`src/rtl/seven_segment_scanner.sv`:
```
// seven_segment_scanner
//   Multiplexed common-anode seven-segment driver for the stopwatch display.
//   A binary value is accepted over a valid/ready handshake, converted to BCD
//   by a sequential double-dabble engine (one bit per clock), then committed
//   into double-buffered display registers. A free-running prescaler scans
//   the digits with leading-zero blanking, per-digit decimal points, PWM
//   brightness and an overflow (all dashes) indication.
//
// Ports
//   clock          system clock, rising edge
//   reset          asynchronous, active-low
//   value          binary value to display
//   value_valid    value presented (held stable until accepted)
//   value_ready    converter idle; transfer on value_valid && value_ready
//   blank_lz       1 = blank leading zeros
//   dp_mask        decimal point enables, bit i pairs with anode_signals[i]
//   brightness     duty control, all-ones = full on
//   anode_signals  active-low digit enables, MSB = leftmost digit
//   display_out    active-low segments, bit6 = a ... bit0 = g
//   dp_out         active-low decimal point
//   overflow       last committed value exceeded 10^NUM_DIGITS - 1
module seven_segment_scanner #(
    parameter int NUM_DIGITS    = 4,
    parameter int VALUE_WIDTH   = 14,
    parameter int SCAN_DIV_BITS = 16,
    parameter int BRIGHT_BITS   = 3
) (
    input  logic                   clock,
    input  logic                   reset,
    input  logic [VALUE_WIDTH-1:0] value,
    input  logic                   value_valid,
    output logic                   value_ready,
    input  logic                   blank_lz,
    input  logic [NUM_DIGITS-1:0]  dp_mask,
    input  logic [BRIGHT_BITS-1:0] brightness,
    output logic [NUM_DIGITS-1:0]  anode_signals,
    output logic [6:0]             display_out,
    output logic                   dp_out,
    output logic                   overflow
);

    function automatic logic [63:0] pow10(input int n);
        logic [63:0] r;
        r = 64'd1;
        for (int i = 0; i < n; i++) r = r * 64'd10;
        return r;
    endfunction

    // Largest value that fits on the display.
    localparam logic [63:0] MAX_VAL = pow10(NUM_DIGITS) - 64'd1;

    // Enough BCD nibbles for any VALUE_WIDTH-bit input (log10(2) < 1/3),
    // and never fewer than the number of displayed digits.
    localparam int BIN_DIGITS = (VALUE_WIDTH + 2) / 3;
    localparam int BCD_DIGITS = (BIN_DIGITS > NUM_DIGITS) ? BIN_DIGITS : NUM_DIGITS;
    localparam int BCD_W      = 4 * BCD_DIGITS;
    localparam int DISP_W     = 4 * NUM_DIGITS;
    localparam int CNT_W      = $clog2(VALUE_WIDTH + 1);
    localparam int IDX_W      = (NUM_DIGITS > 1) ? $clog2(NUM_DIGITS) : 1;

    localparam logic [6:0] SEG_OFF  = 7'b1111111;
    localparam logic [6:0] SEG_DASH = 7'b1111110;

    function automatic logic [6:0] seg_decode(input logic [3:0] d);
        logic [6:0] s;
        case (d)
            4'd0:    s = 7'b0000001;
            4'd1:    s = 7'b1001111;
            4'd2:    s = 7'b0010010;
            4'd3:    s = 7'b0000110;
            4'd4:    s = 7'b1001100;
            4'd5:    s = 7'b0100100;
            4'd6:    s = 7'b0100000;
            4'd7:    s = 7'b0001111;
            4'd8:    s = 7'b0000000;
            4'd9:    s = 7'b0000100;
            default: s = SEG_OFF;
        endcase
        return s;
    endfunction

    // ------------------------------------------------------------------
    // Converter FSM
    // ------------------------------------------------------------------
    typedef enum logic [1:0] {
        IDLE   = 2'd0,
        SHIFT  = 2'd1,
        COMMIT = 2'd2
    } state_t;

    state_t                   state, state_nxt;
    logic [VALUE_WIDTH-1:0]   bin_sr, bin_nxt;
    logic [BCD_W-1:0]         bcd_sr, bcd_nxt;
    logic [BCD_W-1:0]         bcd_adj;
    logic [BCD_W+VALUE_WIDTH-1:0] dd_shift;
    logic [CNT_W-1:0]         bit_cnt, cnt_nxt;
    logic                     ovf_pend, ovf_nxt;
    logic                     commit;

    // Committed (displayed) copy; only written in COMMIT so an in-flight
    // conversion never disturbs the scan.
    logic [DISP_W-1:0]        disp_bcd;
    logic                     disp_ovf;

    // Double-dabble: add 3 to every nibble >= 5, then shift {bcd, bin}.
    always_comb begin
        bcd_adj = bcd_sr;
        for (int i = 0; i < BCD_DIGITS; i++) begin
            if (bcd_sr[4*i +: 4] >= 4'd5)
                bcd_adj[4*i +: 4] = bcd_sr[4*i +: 4] + 4'd3;
        end
    end

    assign dd_shift = {bcd_adj, bin_sr} << 1;

    always_comb begin
        state_nxt = state;
        bin_nxt   = bin_sr;
        bcd_nxt   = bcd_sr;
        cnt_nxt   = bit_cnt;
        ovf_nxt   = ovf_pend;
        commit    = 1'b0;
        case (state)
            IDLE: begin
                if (value_valid) begin
                    bin_nxt   = value;
                    bcd_nxt   = '0;
                    cnt_nxt   = CNT_W'(VALUE_WIDTH);
                    ovf_nxt   = (64'(value) > MAX_VAL);
                    state_nxt = SHIFT;
                end
            end
            SHIFT: begin
                {bcd_nxt, bin_nxt} = dd_shift;
                cnt_nxt = bit_cnt - CNT_W'(1);
                if (bit_cnt == CNT_W'(1))
                    state_nxt = COMMIT;
            end
            COMMIT: begin
                commit    = 1'b1;
                state_nxt = IDLE;
            end
            default: state_nxt = IDLE;
        endcase
    end

    always_ff @(posedge clock or negedge reset) begin
        if (!reset) begin
            state    <= IDLE;
            bin_sr   <= '0;
            bcd_sr   <= '0;
            bit_cnt  <= '0;
            ovf_pend <= 1'b0;
            disp_bcd <= '0;
            disp_ovf <= 1'b0;
        end else begin
            state    <= state_nxt;
            bin_sr   <= bin_nxt;
            bcd_sr   <= bcd_nxt;
            bit_cnt  <= cnt_nxt;
            ovf_pend <= ovf_nxt;
            if (commit) begin
                disp_bcd <= bcd_sr[DISP_W-1:0];
                disp_ovf <= ovf_pend;
            end
        end
    end

    assign value_ready = (state == IDLE);
    assign overflow    = disp_ovf;

    // ------------------------------------------------------------------
    // Scan timing
    // ------------------------------------------------------------------
    // 'running' holds the scan for one clock after reset release, so the
    // prescaler/index start counting together and the first digit lights on
    // the second edge with a full digit period.
    logic                     running;
    logic [SCAN_DIV_BITS-1:0] presc;
    logic [IDX_W-1:0]         dig_idx;

    always_ff @(posedge clock or negedge reset) begin
        if (!reset) begin
            running <= 1'b0;
            presc   <= '0;
            dig_idx <= '0;
        end else begin
            running <= 1'b1;
            if (running) begin
                presc <= presc + SCAN_DIV_BITS'(1);
                if (&presc)
                    dig_idx <= (dig_idx == IDX_W'(NUM_DIGITS - 1)) ? '0
                                                                   : dig_idx + IDX_W'(1);
            end
        end
    end

    // ------------------------------------------------------------------
    // Digit selection and segment generation
    // ------------------------------------------------------------------
    // Index 0 is the most significant digit, so it maps to the top nibble
    // and the top anode bit.
    logic [IDX_W-1:0]       pos;
    logic [3:0]             nib;
    logic [NUM_DIGITS-1:0]  lz;
    logic                   seen_nz;
    logic                   bright_on;
    logic [NUM_DIGITS-1:0]  an_nxt;
    logic [6:0]             seg_nxt;
    logic                   dp_nxt;

    assign pos       = IDX_W'(NUM_DIGITS - 1) - dig_idx;
    assign nib       = disp_bcd[4*pos +: 4];
    assign bright_on = (presc[SCAN_DIV_BITS-1 -: BRIGHT_BITS] <= brightness);

    // lz[i] = nibble i sits above the highest non-zero nibble. Nibble 0 is
    // never a leading zero, so a zero value still shows one '0'.
    always_comb begin
        lz      = '0;
        seen_nz = 1'b0;
        for (int i = NUM_DIGITS - 1; i >= 1; i--) begin
            seen_nz = seen_nz | (disp_bcd[4*i +: 4] != 4'd0);
            lz[i]   = ~seen_nz;
        end
    end

    always_comb begin
        an_nxt  = '1;
        seg_nxt = SEG_OFF;
        dp_nxt  = 1'b1;
        if (running && bright_on) begin
            an_nxt[pos] = 1'b0;
            dp_nxt      = ~dp_mask[pos];
            if (disp_ovf)
                seg_nxt = SEG_DASH;
            else if (blank_lz && lz[pos])
                seg_nxt = SEG_OFF;
            else
                seg_nxt = seg_decode(nib);
        end
    end

    always_ff @(posedge clock or negedge reset) begin
        if (!reset) begin
            anode_signals <= '1;
            display_out   <= SEG_OFF;
            dp_out        <= 1'b1;
        end else begin
            anode_signals <= an_nxt;
            display_out   <= seg_nxt;
            dp_out        <= dp_nxt;
        end
    end

endmodule

```
`config.mk`:
```
export PLATFORM = sky130hd
export DESIGN_NAME = seven_segment_scanner
export DESIGN_NICKNAME = d
export VERILOG_FILES = /design/src/rtl/seven_segment_scanner.sv
export SDC_FILE = /design/constraint.sdc
export NUM_CORES = 1
export LEC_CHECK = 0
export BUFFER_PORTS_ARGS = -buffer_cell sky130_fd_sc_hd__buf_2
export CAP_MARGIN = 20
export CORE_ASPECT_RATIO = 0.6
export CORE_MARGIN = 4
export CORE_UTILIZATION = 51
export DETAILED_ROUTE_END_ITERATION = 10
export GPL_TIMING_DRIVEN = 0
export PLACE_DENSITY = 0.7
export SYNTH_ARGS = -nofsm -noshare
export SYNTH_HDL_FRONTEND = slang
export SYNTH_SLANG_ARGS = --single-unit
export TNS_END_PERCENT = 20
```
`constraint.sdc`:
```
create_clock -name clock -period 2.5 [get_ports clock]
set_clock_uncertainty 0.1 [all_clocks]
set_input_delay 0.5 -clock clock [delete_from_list [all_inputs] [get_ports clock]]
set_output_delay 0.5 -clock clock [all_outputs]
set_load 0.02 [all_outputs]
```
Yosys cells after proc, flatten, opt, wreduce, memory -nomap -nowiden:

Memories as Yosys holds them, arrays and structs flattened.
Index checks and enable logic that the tools add are counted.

* bits in registers: 89
* bits in latches: 0
* bits in writable memories: 0
* memory bits (read-only): 112
* memories: 1

* $add $sub $neg: 9
* multiply operators: 0
* div/mod/pow operators: 0
* order comparisons: 9
* eq/ne operators: 6
* shifts and indexed selects: 1
* muxes and demuxes: 27
* bitwise logic cells: 7
* reductions and logical operators: 12

Memory list
* (name not given): words 16, bits a word 7, rd ports 1, clocked after Yosys merged registers in 0, write ports 0, RTL line 66 `case (d)`

Operators with widths (number)
* one-hot mux 20 bit (2 select lines): 1
* one-hot mux 14 bit (2 select lines): 1
* 2-to-1 mux 4 bit: 6
* 2-to-1 mux 7 bit: 3
* >= comparator 4 x 3 -> 1 bit (second input constant): 5
* 2-to-1 mux 20 bit: 1
* AND reduction 17 bit: 1
* adder 16 x 1 -> 16 bit (second input constant): 1
* adder 4 x 2 -> 4 bit (second input constant): 4
* indexed part select 16 x 5 -> 4 bit: 1
* greater-than comparator 14 bit (second input constant): 1
* 2-to-1 mux 14 bit: 1
* nonzero test 4 bit: 3
* one-hot mux 4 bit (2 select lines): 1
* 2-to-1 mux 2 bit: 3
* AND reduction 2 bit: 3
* 2-to-1 mux 1 bit: 5
* binary-select mux 1 bit (select 2 bit): 2
* == test 2 bit (second input constant): 2
* == test 4 x 1 -> 1 bit (second input constant): 1
* != test 2 bit (second input constant): 2
* inverter 1 bit: 4
* inverter 4 bit: 1
* one-hot mux 2 bit (2 select lines): 1
* other kinds (14): 17

Logic depth before layout (Yosys ltp):

Gate-level depths: netlist (run 1).

* depth in word-level cells: 10
* mapped depth: 8
* gate-level depth less buffers: 7

Least setup slack after synthesis (run 1):

Ideal clock, no wire load.

* path type: register to register
* start point: register dig_idx[0]
* end point: register display_out[2]
* arrival: 1.883 ns
* slack: 0.419 ns
* stages on the path, launching flop included: 9
* buffers on the path: 1
* cell sequence: dfrtp_1 > buf_6 > mux4_1 > inv_1 > ha_1 > inv_1 > mux2_2 > o21ai_0 > nand3_1

* cells in the longest elaborated chain, start to end: 7
* elaborated cells on any way between the ends: 9

RTL lines
* from (decl): RTL line 180 `logic [IDX_W-1:0] dig_idx;`
* from (signal assigned): RTL line 192 `dig_idx <= (dig_idx == IDX_W'(NUM_DIGITS - 1)) ? '0`
* subtractor 2 bit *: RTL line 212 `assign pos = IDX_W'(NUM_DIGITS - 1) - dig_idx;`
* parallel branches: the longest is 3 deep, another holds memory (16 x 7 bit)
* 2-to-1 mux 7 bit *: RTL line 236 `else if (blank_lz && lz[pos])`
* 2-to-1 mux 7 bit *: RTL line 234 `if (disp_ovf)`
* 2-to-1 mux 7 bit *: RTL line 231 `if (running && bright_on) begin`
* via seg_nxt[2]: RTL line 209 `logic [6:0] seg_nxt;`
* to (signal assigned): RTL line 250 `display_out <= seg_nxt;`
* to (decl): RTL line 37 `output logic [6:0] display_out,`

Mark *: on every way through the listed nets, which the timed path passes. The select of a mux whose other input is x is not followed.
A chain may end at the register's enable or synchronous reset.

Final worst setup path (run 1):

Ends and elaborated chain as after synthesis.

==> flow_results.xml, run 1 <==
<?xml version="1.0" encoding="UTF-8"?>
<metrics>
  <group name="grt">
    <metric name="wire_length_of_the_first_global_routing_pass" unit="um">14650</metric>
    <metric name="grt_max_degree" unit="">63</metric>
    <metric name="grt_antenna_before_repair" unit="">0</metric>
    <metric name="globalRouteTotalUtil" unit="%">18.92</metric>
    <metric name="overflow" unit="">0</metric>
    <metric name="grt_pass1_vias" unit="">2918</metric>
  </group>
  <group name="sta">
    <metric name="period_needed" unit="ps">2279</metric>
    <metric name="fmaxAchievable" unit="MHz">438.8</metric>
    <metric name="setup_viol" unit="">0</metric>
    <metric name="finalSetupTns" unit="ps">0</metric>
    <metric name="rsz0062_at_grt" unit="">no</metric>
    <metric name="hold_ws" unit="ps">275.4</metric>
    <metric name="max_slew_margin" unit="%">61.86</metric>
    <metric name="period_utilization" unit="%">91.16</metric>
    <metric name="final-hold-violation-count" unit="">0</metric>
    <metric name="tightest_slew" unit="ps">566.8</metric>
    <metric name="maxSlewViolCount" unit="">0</metric>
  </group>
  <group name="synth">
    <metric name="netlist_area" unit="sq mm">0.004163</metric>
    <metric name="synth_largest_area_cell" unit="">sky130_fd_sc_hd__dfrtp_1</metric>
    <metric name="synth_cell_types" unit="">43</metric>
    <metric name="netlist_instances" unit="">387</metric>
    <metric name="postSynth.asyncResetShare" unit="%">100.0</metric>
    <metric name="synth.yosys.warnings" unit="">0</metric>
    <metric name="nets_in_the_synthesized_netlist" unit="">436</metric>
    <metric name="synth-seq-area-share" unit="%">51.46</metric>
    <metric name="netlist_top_cells_area" unit="">sky130_fd_sc_hd__dfrtp_1, sky130_fd_sc_hd__dfstp_2, sky130_fd_sc_hd__ha_1</metric>
    <metric name="number_of_synthesized_flops_with_an_enable_pin" unit="">0</metric>
    <metric name="synth-main-ff-cell" unit="">sky130_fd_sc_hd__dfrtp_1</metric>
    <metric name="synth_top_cell_area_share" unit="%">43.88</metric>
    <metric name="synth-seq-cells" unit="">85</metric>
    <metric name="syn_area_per_cell" unit="sq um">10.76</metric>
  </group>
  <group name="setup_path">
    <metric name="critPathArrivalTime" unit="ps">2420</metric>
    <metric name="cp-start-kind" unit="">flop</metric>
    <metric name="crit_type" unit="">reg2reg</metric>
    <metric name="cp.required" unit="ps">2640</metric>
    <metric name="worst-path-max-fanout" unit="">10</metric>
    <metric name="end_kind" unit="">flop</metric>
  </group>
  <group name="power">
    <metric name="total_leakage_power" unit="nW">2.231</metric>
    <metric name="power.clock.fraction" unit="%">25.2</metric>
    <metric name="seqPwrFrac" unit="%">41.2</metric>
    <metric name="irDropWorstVdd" unit="V">0.0004759</metric>
    <metric name="power.net_switching" unit="mW">1.915</metric>
    <metric name="power_density" unit="mW/mm^2">1121</metric>
    <metric name="netSwitchingFraction" unit="%">35.36</metric>
    <metric name="p_int" unit="mW">3.501</metric>
    <metric name="fin_total_pwr" unit="mW">5.416</metric>
    <metric name="p_comb_share" unit="%">33.6</metric>
  </group>
  <group name="flow_run">
    <metric name="max_cap_viols" unit="">0</metric>
  </group>
  <group name="clock_network">
    <metric name="cts_root_buf" unit="">sky130_fd_sc_hd__clkbuf_16</metric>
    <metric name="clk_transition_reported_paths" unit="ps">60</metric>
    <metric name="cts.sink_count" unit="">85</metric>
    <metric name="clock_insertion_delay_worst_skew" unit="ps">340</metric>
    <metric name="cts_resized" unit="">0</metric>
    <metric name="cts-buffers-inserted" unit="">9</metric>
    <metric name="post-cts-setup-buffers" unit="">0</metric>
    <metric name="cts.htree.levels" unit="">3</metric>
    <metric name="clock_tree.buffer_depth" unit="">2</metric>
    <metric name="tritoncts" unit="">yes</metric>
  </group>
  <group name="die">
    <metric name="floorplan.die.width" unit="um">124.6</metric>
    <metric name="initial_utilization" unit="%">52.60</metric>
    <metric name="core-area" unit="sq mm">0.007914</metric>
    <metric name="die-area" unit="sq mm">0.009719</metric>
    <metric name="dieHeight" unit="um">77.98</metric>
    <metric name="std_cell_rows" unit="">25</metric>
    <metric name="ioPinCount" unit="">39</metric>
  </group>
  <group name="cells_and_area">
    <metric name="layout.cells.most_common" unit="">sky130_fd_sc_hd__dfrtp_1</metric>
    <metric name="most-common-layout-cells" unit="">sky130_fd_sc_hd__dfrtp_1, sky130_fd_sc_hd__nand2_1, sky130_fd_sc_hd__buf_2</metric>
    <metric name="area_growth" unit="%">16.08</metric>
    <metric name="design.final.nets" unit="">487</metric>
    <metric name="num_antenna_cells" unit="">0</metric>
    <metric name="finish.cell_count_without_fillers" unit="">551</metric>
    <metric name="drive_gt1_share" unit="%">20.32</metric>
    <metric name="final_core_utilization" unit="%">61.06</metric>
  </group>
  <group name="place">
    <metric name="detailedPlacementHpwl" unit="um">6110</metric>
    <metric name="port_buffers" unit="">38</metric>
    <metric name="gp_congestion" unit="">0.8540</metric>
    <metric name="placedCellCount" unit="">534</metric>
  </group>
  <group name="detailed_routing">
    <metric name="drt_first_iter_violations" unit="">172</metric>
    <metric name="viasPerCell" unit="">5.441</metric>
    <metric name="detail_route.wirelength" unit="um">8396</metric>
    <metric name="final_antenna_net_count" unit="">0</metric>
    <metric name="drc" unit="">0</metric>
    <metric name="drt_pass1_iterations" unit="">4</metric>
    <metric name="dr_total_vias" unit="">2998</metric>
    <metric name="detail_route.wl_per_cell" unit="um">15.24</metric>
  </group>
  <group name="run_status">
    <metric name="status" unit="">completed</metric>
  </group>
  <group name="hold_path">
    <metric name="min-delay-path-class" unit="">in2reg</metric>
  </group>
</metrics>
-- logic make-up after synthesis --
family,count (synthesis),share of synthesized area (%)
compound gates,73,11.18
simple gates,119,13.92
other cells,1,0.09008
fa+ha+maj,24,7.214
flops,85,51.46
buf+inv,41,3.998
xor+xnor,23,4.839
mux,21,7.304
-- worst max-delay path, cell delays in order (launching register included) --
cell and delay [ps]:
sky130_fd_sc_hd__dfrtp_1 390, sky130_fd_sc_hd__buf_6 160, sky130_fd_sc_hd__mux4_1 630, sky130_fd_sc_hd__inv_1 180, sky130_fd_sc_hd__ha_1 170, sky130_fd_sc_hd__inv_1 40, sky130_fd_sc_hd__mux2_2 260, sky130_fd_sc_hd__o21ai_0 150
sky130_fd_sc_hd__nand3_1 100
-- worst paths after layout --
| path | from | end | slack (ps) | depth (start not counted) |
|---|---|---|---|---|
| setup / recovery | dig_idx[0] | display_out[2] | 220 | 8 |
| hold / removal | value[3] | bin_sr[3] | 280 | 3 |
| setup reg to reg | dig_idx[0] | display_out[2] | 220 | 8 |
| hold reg to reg | presc[6] | presc[6] | 370 | 1 |
| max in group asynchronous | reset | bcd_sr[15] | 1200 | 3 |
| min in group asynchronous | reset | bin_sr[10] | 500 | 2 |
-- area by class of cell --
type	instances	area, sq um
plain buffers	20	87.58
clock buffers	13	260.3
clock inverters	3	43.79
fillers	651	3082
inverters	21	78.83
multi-input cells	261	1854
flip-flops and latches	85	2142
well taps	108	135.1
repair buffers	40	230.2
-- power by group through the flow --
stage | combinational (mW) | clock (mW) | sequential, mW
floorplan | 1.33 | 0 | 2.20
global placement | 1.75 | 0 | 2.23
detailed placement | 1.82 | 0 | 2.24
CTS | 1.83 | 1.38 | 2.23
global route | 2.08 | 1.45 | 2.30
finish | 1.82 | 1.36 | 2.23
-- per-stage QoR --
stage | setup slack, ps | cell area, sq um
detailed placement | 171.6 | 4518
global route | 75.32 | 4832
global placement | 150.4 | 4488
CTS | 229.6 | 4832
floorplan | 418.6 | 4163
finish | 221.1 | 4832
-- repair_timing --
action                     CTS  global route
hold endpoints to repair    11             0
setup endpoints to repair    0             0
hold buffers                 1             0
-- flip-flops by register name, summed over array words and instances, names as in the netlist --
register	cells
bit_cnt	4
overflow	1
dp_out	1
ovf_pend	1
disp_bcd	16
display_out	7
state	2
anode_signals	4
bin_sr	14
bcd_sr	16
running	1
presc	16
dig_idx	2
-- Yosys cell counts, types with 6 or more instances --
cell,instances
sky130_fd_sc_hd__dfrtp_1,73
sky130_fd_sc_hd__nand2_1,51
sky130_fd_sc_hd__o21ai_0,32
sky130_fd_sc_hd__ha_1,24
sky130_fd_sc_hd__nand3_1,22
sky130_fd_sc_hd__inv_1,21
sky130_fd_sc_hd__mux2_2,16
sky130_fd_sc_hd__clkbuf_1,14
sky130_fd_sc_hd__a22oi_1,13
sky130_fd_sc_hd__xnor2_1,13
sky130_fd_sc_hd__dfstp_2,12
sky130_fd_sc_hd__nor2_1,10
sky130_fd_sc_hd__xor2_1,10
sky130_fd_sc_hd__o31ai_1,9
sky130_fd_sc_hd__nand2b_1,7
sky130_fd_sc_hd__nand4_1,7
sky130_fd_sc_hd__a21oi_1,6
-- layer usage --
layer	part of all wire, %	vias up	wire [um]	track usage (%)
met5	0	-	0	0
met4	1.2	0	97	5.033
met3	6.9	7	577	7.634
met2	42	79	3509	26.24
met1	50	1446	4212	27.45
li1	-	1466	-	-
(Power assumes the default switching activity.)
==> run 2, diff against run 1 <==
--- a/config.mk
+++ b/config.mk
@@ -10,6 +10,7 @@
 export CORE_ASPECT_RATIO = 0.6
 export CORE_MARGIN = 4
 export CORE_UTILIZATION = 51
+export CTS_BUF_LIST = sky130_fd_sc_hd__clkbuf_8
 export DETAILED_ROUTE_END_ITERATION = 10
 export GPL_TIMING_DRIVEN = 0
 export PLACE_DENSITY = 0.7
==> flow_results.xml, run 2 (synthesis results as in run 1) <==
<?xml version="1.0" encoding="UTF-8"?>
<metrics>
  <group name="run_status">
    <metric name="status" unit="">completed</metric>
  </group>
  <group name="clock_network">
    <metric name="clock_insertion_delay_worst_skew" unit="ps">370</metric>
    <metric name="cts-buffers-inserted" unit="">9</metric>
    <metric name="cts.sink_count" unit="">85</metric>
    <metric name="holdBufCountCts" unit="">1</metric>
    <metric name="cts.htree.levels" unit="">3</metric>
    <metric name="cts_resized" unit="">0</metric>
    <metric name="cts_root_buf" unit="">sky130_fd_sc_hd__clkbuf_8</metric>
    <metric name="post-cts-setup-buffers" unit="">0</metric>
    <metric name="clock_tree.buffer_depth" unit="">2</metric>
    <metric name="tritoncts" unit="">yes</metric>
    <metric name="clk_transition_reported_paths" unit="ps">90</metric>
  </group>
  <group name="hold_path">
    <metric name="min-delay-path-class" unit="">in2reg</metric>
  </group>
  <group name="die">
    <metric name="die-area" unit="sq mm">0.009719</metric>
    <metric name="ioPinCount" unit="">39</metric>
    <metric name="floorplan.die.width" unit="um">124.6</metric>
    <metric name="initial_utilization" unit="%">52.60</metric>
    <metric name="std_cell_rows" unit="">25</metric>
    <metric name="core-area" unit="sq mm">0.007914</metric>
    <metric name="dieHeight" unit="um">77.98</metric>
  </group>
  <group name="grt">
    <metric name="grt_pass1_vias" unit="">2958</metric>
    <metric name="grt_antenna_before_repair" unit="">0</metric>
    <metric name="wire_length_of_the_first_global_routing_pass" unit="um">14720</metric>
    <metric name="globalRouteTotalUtil" unit="%">18.93</metric>
    <metric name="overflow" unit="">0</metric>
    <metric name="grt_max_degree" unit="">63</metric>
  </group>
  <group name="power">
    <metric name="power_density" unit="mW/mm^2">1068</metric>
    <metric name="irDropWorstVdd" unit="V">0.0004053</metric>
    <metric name="total_leakage_power" unit="nW">2.193</metric>
  </group>
  <group name="setup_path">
    <metric name="worstReg2RegEnd" unit="">display_out[2]</metric>
    <metric name="critPathArrivalTime" unit="ps">2450</metric>
    <metric name="reg2regPathDepth" unit="">8</metric>
    <metric name="timing.critical_path.to" unit="">display_out[2]</metric>
    <metric name="reg2reg_setup_slack" unit="ps">220</metric>
    <metric name="cp-start-kind" unit="">flop</metric>
    <metric name="cp.required" unit="ps">2670</metric>
    <metric name="worstReg2RegStart" unit="">dig_idx[0]</metric>
    <metric name="critPathLaunch" unit="">dig_idx[0]</metric>
    <metric name="worst-path-max-fanout" unit="">10</metric>
    <metric name="crit_type" unit="">reg2reg</metric>
    <metric name="end_kind" unit="">flop</metric>
  </group>
  <group name="sta">
    <metric name="maxSlewViolCount" unit="">0</metric>
    <metric name="tightest_slew" unit="ps">578.5</metric>
    <metric name="fmaxAchievable" unit="MHz">438.4</metric>
    <metric name="setup_viol" unit="">0</metric>
    <metric name="period_utilization" unit="%">91.25</metric>
    <metric name="rsz0062_at_grt" unit="">no</metric>
    <metric name="hold_ws" unit="ps">244.5</metric>
    <metric name="finalSetupTns" unit="ps">0</metric>
    <metric name="final-hold-violation-count" unit="">0</metric>
    <metric name="max_slew_margin" unit="%">60.92</metric>
    <metric name="period_needed" unit="ps">2281</metric>
  </group>
  <group name="detailed_routing">
    <metric name="drt_first_iter_violations" unit="">167</metric>
    <metric name="detail_route.wirelength" unit="um">8434</metric>
    <metric name="detail_route.wl_per_cell" unit="um">15.31</metric>
    <metric name="dr_total_vias" unit="">3005</metric>
    <metric name="drt_pass1_iterations" unit="">4</metric>
    <metric name="final_antenna_net_count" unit="">0</metric>
    <metric name="drc" unit="">0</metric>
    <metric name="viasPerCell" unit="">5.454</metric>
  </group>
  <group name="cells_and_area">
    <metric name="reg_top3" unit="">bcd_sr x16, disp_bcd x16, presc x16</metric>
    <metric name="num_antenna_cells" unit="">0</metric>
    <metric name="design.final.nets" unit="">487</metric>
    <metric name="drive_gt1_share" unit="%">20.32</metric>
    <metric name="final.fill_count" unit="">671</metric>
    <metric name="area_growth" unit="%">13.65</metric>
    <metric name="layout.cells.most_common" unit="">sky130_fd_sc_hd__dfrtp_1</metric>
    <metric name="most-common-layout-cells" unit="">sky130_fd_sc_hd__dfrtp_1, sky130_fd_sc_hd__nand2_1, sky130_fd_sc_hd__buf_2</metric>
  </group>
  <group name="place">
    <metric name="gp_congestion" unit="">0.8540</metric>
    <metric name="detailedPlacementHpwl" unit="um">6110</metric>
    <metric name="port_buffers" unit="">38</metric>
  </group>
  <group name="flow_run">
    <metric name="max_cap_viols" unit="">0</metric>
  </group>
</metrics>
[run 2: cell count changes in the layout (fill, tap and decap cells not counted), sizes merged]
cell,change
clkbuf,-2
inv,+2
[run 2: worst min path at each step]
stage,start,end,slack (ps),cells past startpoint
4_1_cts,value[3],bin_sr[3],230,3
3_3_place_gp,presc[6],presc[6],360,1
6_report,value[3],bin_sr[3],240,3
5_1_grt,value[1],bin_sr[1],240,3
3_5_place_dp,reset,bin_sr[10],320,1
2_1_floorplan,reset,bcd_sr[0],100,0
[run 2: report_power, final]
| group | internal (mW) | switching (mW) | leakage (nW) |
|---|---|---|---|
| logic | 0.802 | 1.02 | 1.01 |
| registers | 1.87 | 0.362 | 1.07 |
| clock network | 0.510 | 0.490 | 0.112 |
[run 2: critical path, stage by stage, from the launching register on]
cell                      delay (ps)
sky130_fd_sc_hd__dfrtp_1         400
sky130_fd_sc_hd__buf_6           160
sky130_fd_sc_hd__mux4_1          620
sky130_fd_sc_hd__inv_1           180
sky130_fd_sc_hd__ha_1            170
sky130_fd_sc_hd__inv_1            30
sky130_fd_sc_hd__mux2_2          260
sky130_fd_sc_hd__o21ai_0         150
sky130_fd_sc_hd__nand3_1          90
[run 2: cell type report]
type                       count  area [sq um]  share of cell area [%]
buffer                        20         87.58                   1.851
clock inverter                 5         51.30                   1.084
timing repair buffer          40         230.2                   4.866
inverter                      21         78.83                   1.666
sequential                    85          2142                   45.28
multi-input combinational    261          1854                   39.20
clock buffer                  11         151.4                   3.200
tap                          108         135.1                   2.856
[run 2: stage by stage]
stage / cell area (sq um) / setup slack, ps / power (mW) / util, % / instances
after floorplan: 4163 / 418.6 / 3.536 / - / 387
after global placement: 4488 / 150.4 / 3.972 / 56.71 / 533
after detailed placement: 4518 / 171.6 / 4.061 / 57.09 / 534
after CTS: 4731 / 222.8 / 5.085 / 59.78 / 551
after global routing: 4731 / 69.09 / 5.467 / 59.78 / 551
final: 4731 / 218.8 / 5.055 / 59.78 / 551
[run 2: per-layer routing]
layer,share of wire (%),track usage (%),wire length [um],vias to the layer above
met5,0,0,0,-
met4,1.0,4.705,87,0
met3,6.8,7.634,575,10
met2,42,26.67,3542,68
met1,50,27.24,4228,1465
li1,-,-,-,1462
